===== src/rtl/fb_pkg.sv =====
// Shared framebuffer constants: address geometry, write-FIFO occupancy codes, port grant kinds.
// Latency: n/a (declarations only).
// Backpressure: n/a.
package fb_pkg;

    // Framebuffer address is {y[7:0], x[8:1]}: each stored pixel is shown twice horizontally.
    localparam int FB_ADDR_W  = 16;
    localparam int FB_X_SHIFT = 1;
    localparam int FB_Y_BITS  = 8;

    // Write-FIFO occupancy, which doubles as the arbiter state.
    localparam logic [1:0] CNT_EMPTY = 2'd0;
    localparam logic [1:0] CNT_ONE   = 2'd1;
    localparam logic [1:0] CNT_FULL  = 2'd2;

    // Which user owns the memory port this cycle.
    typedef enum logic [1:0] {
        GNT_NONE = 2'd0,
        GNT_RD   = 2'd1,
        GNT_WR   = 2'd2
    } grant_e;

endpackage


===== src/rtl/wr_fifo2.sv =====
// Two-entry FIFO holding pending host writes (address + 1-bit data).
// Latency: a push is visible at the head one cycle later; pop removes the head at the clock edge.
// Backpressure: o_ready is registered, high when the occupancy after this edge is below two.
module wr_fifo2
    import fb_pkg::*;
#(
    parameter int ADDR_W = FB_ADDR_W
) (
    input  logic              i_clk,
    input  logic              i_rst_n,
    input  logic              i_push,
    input  logic [ADDR_W-1:0] i_wr_addr,
    input  logic              i_wr_data,
    input  logic              i_pop,
    output logic [1:0]        o_count,
    output logic [ADDR_W-1:0] o_head_addr,
    output logic              o_head_data,
    output logic              o_ready
);

    logic [ADDR_W-1:0] addr_q [0:1];
    logic [ADDR_W-1:0] addr_d [0:1];
    logic              data_q [0:1];
    logic              data_d [0:1];
    logic              wr_ptr_q, wr_ptr_d;
    logic              rd_ptr_q, rd_ptr_d;
    logic [1:0]        count_q, count_d;
    logic              ready_q, ready_d;

    // Next-state: store on push, advance pointers, track occupancy and derive next ready.
    always_comb begin
        addr_d   = addr_q;
        data_d   = data_q;
        wr_ptr_d = wr_ptr_q;
        rd_ptr_d = rd_ptr_q;
        if (i_push) begin
            addr_d[wr_ptr_q] = i_wr_addr;
            data_d[wr_ptr_q] = i_wr_data;
            wr_ptr_d         = ~wr_ptr_q;
        end
        if (i_pop) begin
            rd_ptr_d = ~rd_ptr_q;
        end
        count_d = count_q + {1'b0, i_push} - {1'b0, i_pop};
        ready_d = (count_d < CNT_FULL);
    end

    // State registers; reset discards any queued writes and withholds ready.
    always_ff @(posedge i_clk or negedge i_rst_n) begin
        if (!i_rst_n) begin
            addr_q[0] <= '0;
            addr_q[1] <= '0;
            data_q[0] <= 1'b0;
            data_q[1] <= 1'b0;
            wr_ptr_q  <= 1'b0;
            rd_ptr_q  <= 1'b0;
            count_q   <= CNT_EMPTY;
            ready_q   <= 1'b0;
        end else begin
            addr_q    <= addr_d;
            data_q    <= data_d;
            wr_ptr_q  <= wr_ptr_d;
            rd_ptr_q  <= rd_ptr_d;
            count_q   <= count_d;
            ready_q   <= ready_d;
        end
    end

    assign o_count     = count_q;
    assign o_head_addr = addr_q[rd_ptr_q];
    assign o_head_data = data_q[rd_ptr_q];
    assign o_ready     = ready_q;

endmodule


===== src/rtl/fb_port_arbiter.sv =====
// Shares the single-port framebuffer: display reads win, queued host writes fill idle cycles.
// Latency: grant is combinational; read data returns READ_LAT cycles after the display request.
// Backpressure: host writes stall via registered o_wr_ready when the 2-entry queue fills.
module fb_port_arbiter
    import fb_pkg::*;
#(
    parameter int ADDR_W     = FB_ADDR_W,
    parameter int READ_LAT   = 1,
    parameter int STARVE_MAX = 1023
) (
    input  logic              i_clk,
    input  logic              i_rst_n,
    input  logic              i_disp_req,
    input  logic [ADDR_W-1:0] i_disp_addr,
    output logic              o_pix,
    output logic              o_pix_valid,
    input  logic              i_wr_valid,
    input  logic [ADDR_W-1:0] i_wr_addr,
    input  logic              i_wr_data,
    output logic              o_wr_ready,
    output logic              o_mem_ce,
    output logic              o_mem_we,
    output logic [ADDR_W-1:0] o_mem_addr,
    output logic              o_mem_din,
    input  logic              i_mem_dout,
    output logic              o_starved,
    input  logic              i_clr_status
);

    localparam int         STARVE_W   = 10;
    localparam logic [9:0] STARVE_LIM = STARVE_W'(STARVE_MAX);

    grant_e            grant;
    logic              push;
    logic              pop;
    logic [1:0]        fifo_count;
    logic [ADDR_W-1:0] head_addr;
    logic              head_data;
    logic              wr_ready;

    logic [READ_LAT-1:0] rd_pipe_q, rd_pipe_d;
    logic [9:0]          starve_cnt_q, starve_cnt_d;
    logic                starved_q, starved_d;
    logic                starve_set;

    assign push = i_wr_valid & wr_ready;
    assign pop  = (grant == GNT_WR);

    wr_fifo2 #(.ADDR_W(ADDR_W)) u_wr_fifo (
        .i_clk       (i_clk),
        .i_rst_n     (i_rst_n),
        .i_push      (push),
        .i_wr_addr   (i_wr_addr),
        .i_wr_data   (i_wr_data),
        .i_pop       (pop),
        .o_count     (fifo_count),
        .o_head_addr (head_addr),
        .o_head_data (head_data),
        .o_ready     (wr_ready)
    );

    // Port grant: display first, then the FIFO head; nothing is granted while reset is held
    // so the memory sees an idle port the instant reset asserts.
    always_comb begin
        grant = GNT_NONE;
        if (i_rst_n) begin
            if (i_disp_req) begin
                grant = GNT_RD;
            end else if (fifo_count != CNT_EMPTY) begin
                grant = GNT_WR;
            end
        end
    end

    // Memory port drive; idle port is held at all-zero.
    always_comb begin
        o_mem_ce   = 1'b0;
        o_mem_we   = 1'b0;
        o_mem_addr = '0;
        o_mem_din  = 1'b0;
        unique case (grant)
            GNT_RD: begin
                o_mem_ce   = 1'b1;
                o_mem_addr = i_disp_addr;
            end
            GNT_WR: begin
                o_mem_ce   = 1'b1;
                o_mem_we   = 1'b1;
                o_mem_addr = head_addr;
                o_mem_din  = head_data;
            end
            default: ;
        endcase
    end

    // Read-return pipe: shifts the display grant along to line up with memory read latency.
    always_comb begin
        rd_pipe_d    = rd_pipe_q;
        rd_pipe_d[0] = (grant == GNT_RD);
        for (int i = 1; i < READ_LAT; i++) begin
            rd_pipe_d[i] = rd_pipe_q[i-1];
        end
    end

    // Starvation: count consecutive cycles a queued write waits; the flag is sticky until cleared,
    // and a coincident set beats the clear.
    always_comb begin
        starve_set = (starve_cnt_q == STARVE_LIM);
        if ((fifo_count != CNT_EMPTY) && !pop) begin
            starve_cnt_d = starve_set ? starve_cnt_q : starve_cnt_q + 10'd1;
        end else begin
            starve_cnt_d = '0;
        end
        starved_d = starve_set | (starved_q & ~i_clr_status);
    end

    // Read pipe and starvation registers.
    always_ff @(posedge i_clk or negedge i_rst_n) begin
        if (!i_rst_n) begin
            rd_pipe_q    <= '0;
            starve_cnt_q <= '0;
            starved_q    <= 1'b0;
        end else begin
            rd_pipe_q    <= rd_pipe_d;
            starve_cnt_q <= starve_cnt_d;
            starved_q    <= starved_d;
        end
    end

    assign o_pix_valid = rd_pipe_q[READ_LAT-1];
    assign o_pix       = i_mem_dout & o_pix_valid;
    assign o_wr_ready  = wr_ready;
    assign o_starved   = starved_q;

endmodule


===== config.mk =====
export PLATFORM = sky130hd
export DESIGN_NAME = fb_port_arbiter
export DESIGN_NICKNAME = d
export VERILOG_FILES = /design/src/rtl/fb_pkg.sv /design/src/rtl/wr_fifo2.sv /design/src/rtl/fb_port_arbiter.sv
export SDC_FILE = /design/constraint.sdc
export NUM_CORES = 1
export LEC_CHECK = 0
export ABC_AREA = 1
export BUFFER_PORTS_ARGS = -buffer_cell sky130_fd_sc_hd__buf_4
export CORE_MARGIN = 4
export CORE_UTILIZATION = 38
export CTS_BUF_LIST = sky130_fd_sc_hd__clkbuf_16
export CTS_CLUSTER_SIZE = 25
export DETAILED_ROUTE_END_ITERATION = 6
export SKIP_LAST_GASP = 1
export SYNTH_ARGS = -nofsm -noshare
export SYNTH_HDL_FRONTEND = slang
export SYNTH_SLANG_ARGS = --single-unit

===== constraint.sdc =====
create_clock -name i_clk -period 2.85 [get_ports i_clk]
set_input_delay 0.285 -clock i_clk [delete_from_list [all_inputs] [get_ports i_clk]]
set_output_delay 0.285 -clock i_clk [all_outputs]
set_load 0.05 [all_outputs]

### Yosys cells after proc, flatten, opt, wreduce, memory -nomap -nowiden

Index checks and enable logic that the tools add are counted.

| cells by class | value |
|---|---|
| eq/ne operators | 4 |
| $add $sub $neg | 3 |
| bitwise gates (word level) | 9 |
| magnitude comparators | 4 |
| mux-type cells | 21 |
| reductions and logical operators | 5 |

Operator list:

| operator | number |
|---|---|
| $mux 16 | 4 |
| $bwmux 32 | 1 |
| $pmux 16 s2 | 1 |
| $mux 10 | 2 |
| $demux 16 s1 | 1 |
| $add 10x1->10 const B | 1 |
| $eq 10x10->1 const B | 1 |
| $mux 1 | 7 |
| $mux 2 | 3 |
| $ge 2x2->1 const B | 2 |
| $not 1->2 | 2 |
| $and 1x1->1 | 3 |
| $not 1->1 | 3 |
| $add 2x1->2 | 1 |
| $bwmux 2 | 1 |
| $eq 2x1->1 const B | 1 |
| $eq 2x2->1 const B | 1 |
| $logic_and 1x1->1 | 2 |
| $lt 2x1->1 const B | 1 |
| $lt 2x2->1 const B | 1 |
| $ne 2x2->1 const B | 1 |
| $reduce_bool 2->1 | 1 |
| $reduce_or 2->1 | 1 |
| $sub 2x1->2 | 1 |
| other kinds (3) | 3 |

| storage, ports and cells | value |
|---|---|
| word-level logic and storage cells | 57 |
| output and inout port bits | 23 |
| input bits | 39 |
| register bits | 51 |

### Depth between registers and ports, before layout

| depth | value |
|---|---|
| word-level depth | 8 |
| mapped depth | 11 |

### Modules after synthesis

Synthesis repeated with hierarchy kept, for this count alone.

| unflattened totals | value |
|---|---|
| cell total of the unflattened synthesis | 350 |
| area total of the unflattened synthesis | 2,839.0 µm² |

Modules (own cells, without submodules):

| module | times used | seq. area each (µm²) | area an instance (µm²) | cells an instance |
|---|---|---|---|---|
| wr_fifo2 | 1 | 975.9 | 1,916.8 | 206 |
| fb_port_arbiter | 1 | 300.3 | 922.1 | 144 |

### Worst setup path before layout

Ideal clock, no wire load.

| timing path | value |
|---|---|
| path kind | flip-flop to output port |
| from | reg u_wr_fifo.count_q[1] (netlist: u_wr_fifo.o_count[1]) |
| to | out o_mem_din |
| path slack | 918 ps |
| buffers on the path | 1 |
| arrival | 1,647 ps |
| cell stages (with the launch flop) | 6 |
| data required time | 2,565 ps |
| path through | dfrtp_1 nor2_2 nor2_2 buf_4 inv_1 a21oi_1 |

| between the ends | value |
|---|---|
| longest elaborated chain between the ends | 6 |

RTL lines:

| element | line | source |
|---|---|---|
| start, declared | wr_fifo2.sv:27 | `logic [1:0] count_q, count_d;` |
| start signal, assigned | wr_fifo2.sv:64 | `count_q <= count_d;` |
| $reduce_bool 2->1 | fb_port_arbiter.sv:69 | `end else if (fifo_count != CNT_EMPTY) begin` |
| $mux 2 | fb_port_arbiter.sv:69 |  |
| $mux 2 | fb_port_arbiter.sv:67 | `if (i_disp_req) begin` |
| $mux 2 | fb_port_arbiter.sv:66 | `if (i_rst_n) begin` |
| $eq 2x2->1 | fb_port_arbiter.sv:81 | `unique case (grant)` |
| $mux 1 | fb_port_arbiter.sv:81 |  |
| end, declared | fb_port_arbiter.sv:24 | `output logic o_mem_din,` |

Every way passes these cells.

### Worst setup path in the final report

| timing path | value |
|---|---|
| from | reg u_wr_fifo.count_q[1] (netlist: u_wr_fifo.o_count[1]) |
| to | out o_mem_addr[0] |

| between the ends | value |
|---|---|
| longest elaborated chain between the ends | 6 |
| elaborated cells on any way between the ends | 7 |
| those cells by class | eq/ne (2); mux (4); reduce/logical (1) |

RTL lines:

| element | line | source |
|---|---|---|
| $reduce_bool 2->1 * | fb_port_arbiter.sv:69 |  |
| $mux 2 * | fb_port_arbiter.sv:69 |  |
| $mux 2 * | fb_port_arbiter.sv:67 |  |
| $mux 2 * | fb_port_arbiter.sv:66 |  |
| $eq 2x2->1 / $eq 2x1->1 (equally long branches) | fb_port_arbiter.sv:81 |  |
| $pmux 16 s2 * | fb_port_arbiter.sv:81 |  |
| end, declared | fb_port_arbiter.sv:23 | `output logic [ADDR_W-1:0] o_mem_addr,` |

Mark *: on every way between the ends. The rest lies on a longest branch, timed or not.

==> run_results.csv <==
group,metric,value,unit
setup_path,path_max_fanout,11,
setup_path,crit_buf_inv,2,
setup_path,arrival,1.81,ns
flow_run,cap_violations,0,
layout,drive_gt1_frac,0.295,
cts,worst_skew_pair.late_latency,0.29,ns
setup_path,worstPathRequired,2.57,ns
cts,clk_path_buf_depth,2,
sta,tightest_slew,0.650,ns
sta,max_slew_margin,0.567,
yosys,synth_area_leaders,"dfrtp_1, nand2_1, o21ai_2, a22o_1, inv_1",
power,leakage,1.78,nW
cts,path_clk_slew,0.07,ns
yosys,yosysMostFrequentCell,"nand2_1",
sta,rsz0062_at_grt,"no",
sta,setup-tns-final,0,ns
floorplanning,dieHeight,91.1,um
route,ant_nets,0,
yosys,syn_nets,348,
yosys,avgSynthCellArea,8.54,um^2
cts,htree_levels,2,
yosys,syn_inst,307,
yosys,synth_common_cells,"nand2_1, dfrtp_1, inv_1",
layout,antenna_cells,0,
route,dr.first_iter.drc_count,130,
yosys,synth_mux_area_frac,0,
route,drc,0,
grt,first_global_vias,1994,
grt,grt_overflow,0,
grt,grt_max_degree,52,
cts,cts_tree,"yes",
floorplanning,core,0.00676,mm^2
yosys,yosys_warnings,0,
grt,grt_pass1_wl,9.94,mm
layout,stdcell_count,446,
cts,postCtsSetupBuffers,0,
placement,dp.cells,438,
yosys,yosysTopAreaCellShare,0.487,
sta,skew,0.00594,ns
sta,fmax,476,MHz
floorplanning,dieArea,0.00829,mm^2
setup_path,crit_path_start_kind,"register",
layout,syn2layout_area_growth,24.5,%
route,post_drt_wl_per_cell,13.0,um
yosys,syn-cell-area,0.00262,mm^2
cts,root_buffer,"clkbuf_16",
yosys,yosysTopAreaCell,"dfrtp_1",
floorplanning,initial_core_util,0.388,
floorplanning,rows,30,
yosys,synth_seq_cells,51,
grt,antenna_found_initial,0,
setup_path,cp_cell_sequence,"nor2_2 -> nor2_2 -> buf_4 -> a22o_1 -> buf_4",
route,vias,2137,
sta,setup_viol,0,
run_status,status,"complete, no violations",
layout,fin_nets,406,
route,drtPass1Iterations,4,
yosys,synth_edf_count,0,
yosys,synth-async-reset-ratio,1.00,
setup_path,slowest_stage,"dfrtp_1",
cts,hold_buffers,0,
cts,ctsResizeCount,0,
power,ir_worst_vdd,0.000324,V
yosys,synth-simple-area-share,0.239,
floorplanning,die_x,91.1,um
setup_path,critPathTopFamily,"buffers and inverters",
yosys,synth_top_family_by_area,"simple AND/OR/NAND/NOR gates",
route,drt-total-wl,5.81,mm
sta,finalCriticalPeriod,2.10,ns
placement,io_buffers,61,
yosys,synth_xor_area_frac,0.00334,
sta,fin_crit_sh,0.737,
worst_hold_path,hold_path_class,"in -> async",
sta,hold_violations,0,
setup_path,endpoint_kind,"output port",
setup_path,crit_type,"reg -> out",
placement,placed_area,0.00309,mm^2
yosys,synth_seq_area_share,0.487,
grt,grt_use_total,0.150,
layout,design_area,0.00327,mm^2
yosys,synth_compound_area_frac,0.165,
yosys,synthAdderAreaFrac,0.00954,
placement,place_hpwl,4.02,mm
setup_path,critical-path-max-stage-delay,0.39,ns
power,cellPowerDensity,945,mW/mm^2
floorplanning,io_pins,62,
yosys,ys.flop_type,"dfrtp_1",
sta,drv_slew,0,
cts,cts_buffers,5,
placement,globalplace.congestion,0.832,
yosys,synthDistinctLibCells,28,
route,drt-vias-per-instance,4.79,
cts,clock_sinks,51,
## sequential cells by signal, summed over array words and instances, names as in the netlist
name	cells
u_wr_fifo.rd_ptr_q	1
u_wr_fifo.o_count	2
u_wr_fifo.o_ready	1
u_wr_fifo.addr_q	32
o_pix_valid	1
u_wr_fifo.wr_ptr_q	1
u_wr_fifo.data_q	2
starve_cnt_q	10
o_starved	1
## layout make-up
cell class,instances,area (um^2)
Fill cell,686,3490
Sequential cell,51,1280
Multi-Input combinational cell,207,1090
Timing Repair Buffer,65,488
Inverter,35,136
Clock buffer,5,125
Tap cell,80,100
Clock inverter,3,47.5
## per-layer routing
layer,track usage,vias to the layer above,share of wire
li1,-,1092,-
met1,0.201,1004,0.46
met2,0.243,34,0.49
met3,0.0331,7,0.034
met4,0.0452,0,0.012
met5,0,-,0
## power by group
part	total [W]	internal, W	switching [W]
Sequential	0.00116	0.00100	0.000160
Combinational	0.00122	0.000428	0.000795
Clock	0.000699	0.000419	0.000280
## through the flow
stage / setup slack [ns] / power (W) / utilization / hold WS [ns]
final: 0.751 / 0.00309 / 0.483 / 0.145
after global routing: 0.623 / 0.00333 / 0.483 / 0.177
after CTS: 0.748 / 0.00313 / 0.483 / 0.160
after detailed placement: 1.03 / 0.00242 / 0.458 / 0.469
after global placement: 1.04 / 0.00240 / 0.458 / 0.466
after floorplan: 0.918 / 0.00215 / - / -0.0106
## cell usage in the layout (no fill, tap or decap), drive strengths merged
cell type and instances:
nand3 15, inv 35, clkbuf 5, nand2 117, dfrtp 51, bufinv 1, o21bai 1, ha 2
buf 65, clkinv 2, or2 2, nand4 1, a31oi 1, a22o 16, xor2 1, nor2 9
a21oi 3, o21ai 39
## worst paths after layout
path | startpoint | end | slack, ns | cells past startpoint
setup / recovery | u_wr_fifo.o_count[1]$_DFF_PN0_ | o_mem_addr[0] | 0.75 | 5
hold / removal | i_rst_n | u_wr_fifo.addr_q[15]$_DFFE_PN0P_ | 0.14 | 2
setup reg to reg | u_wr_fifo.o_count[1]$_DFF_PN0_ | u_wr_fifo.o_count[1]$_DFF_PN0_ | 1.31 | 8
hold reg to reg | u_wr_fifo.addr_q[26]$_DFFE_PN0P_ | u_wr_fifo.addr_q[26]$_DFFE_PN0P_ | 0.48 | 2
max in group asynchronous | i_rst_n | u_wr_fifo.addr_q[18]$_DFFE_PN0P_ | 2.28 | 2
min in group i_clk | i_clr_status | o_starved$_DFF_PN0_ | 0.16 | 2
## logic make-up (layout without fill, tap and decap cells)
logic type | count (synthesis) | in the layout
and+or+nand+nor | 144 | 144
DFF | 51 | 51
AOI/OAI and AO/OA | 60 | 60
xor gates and xnor gates | 1 | 1
adders and majority gates | 2 | 2
buffers and inverters | 49 | 108
(Power assumes the default switching activity.)
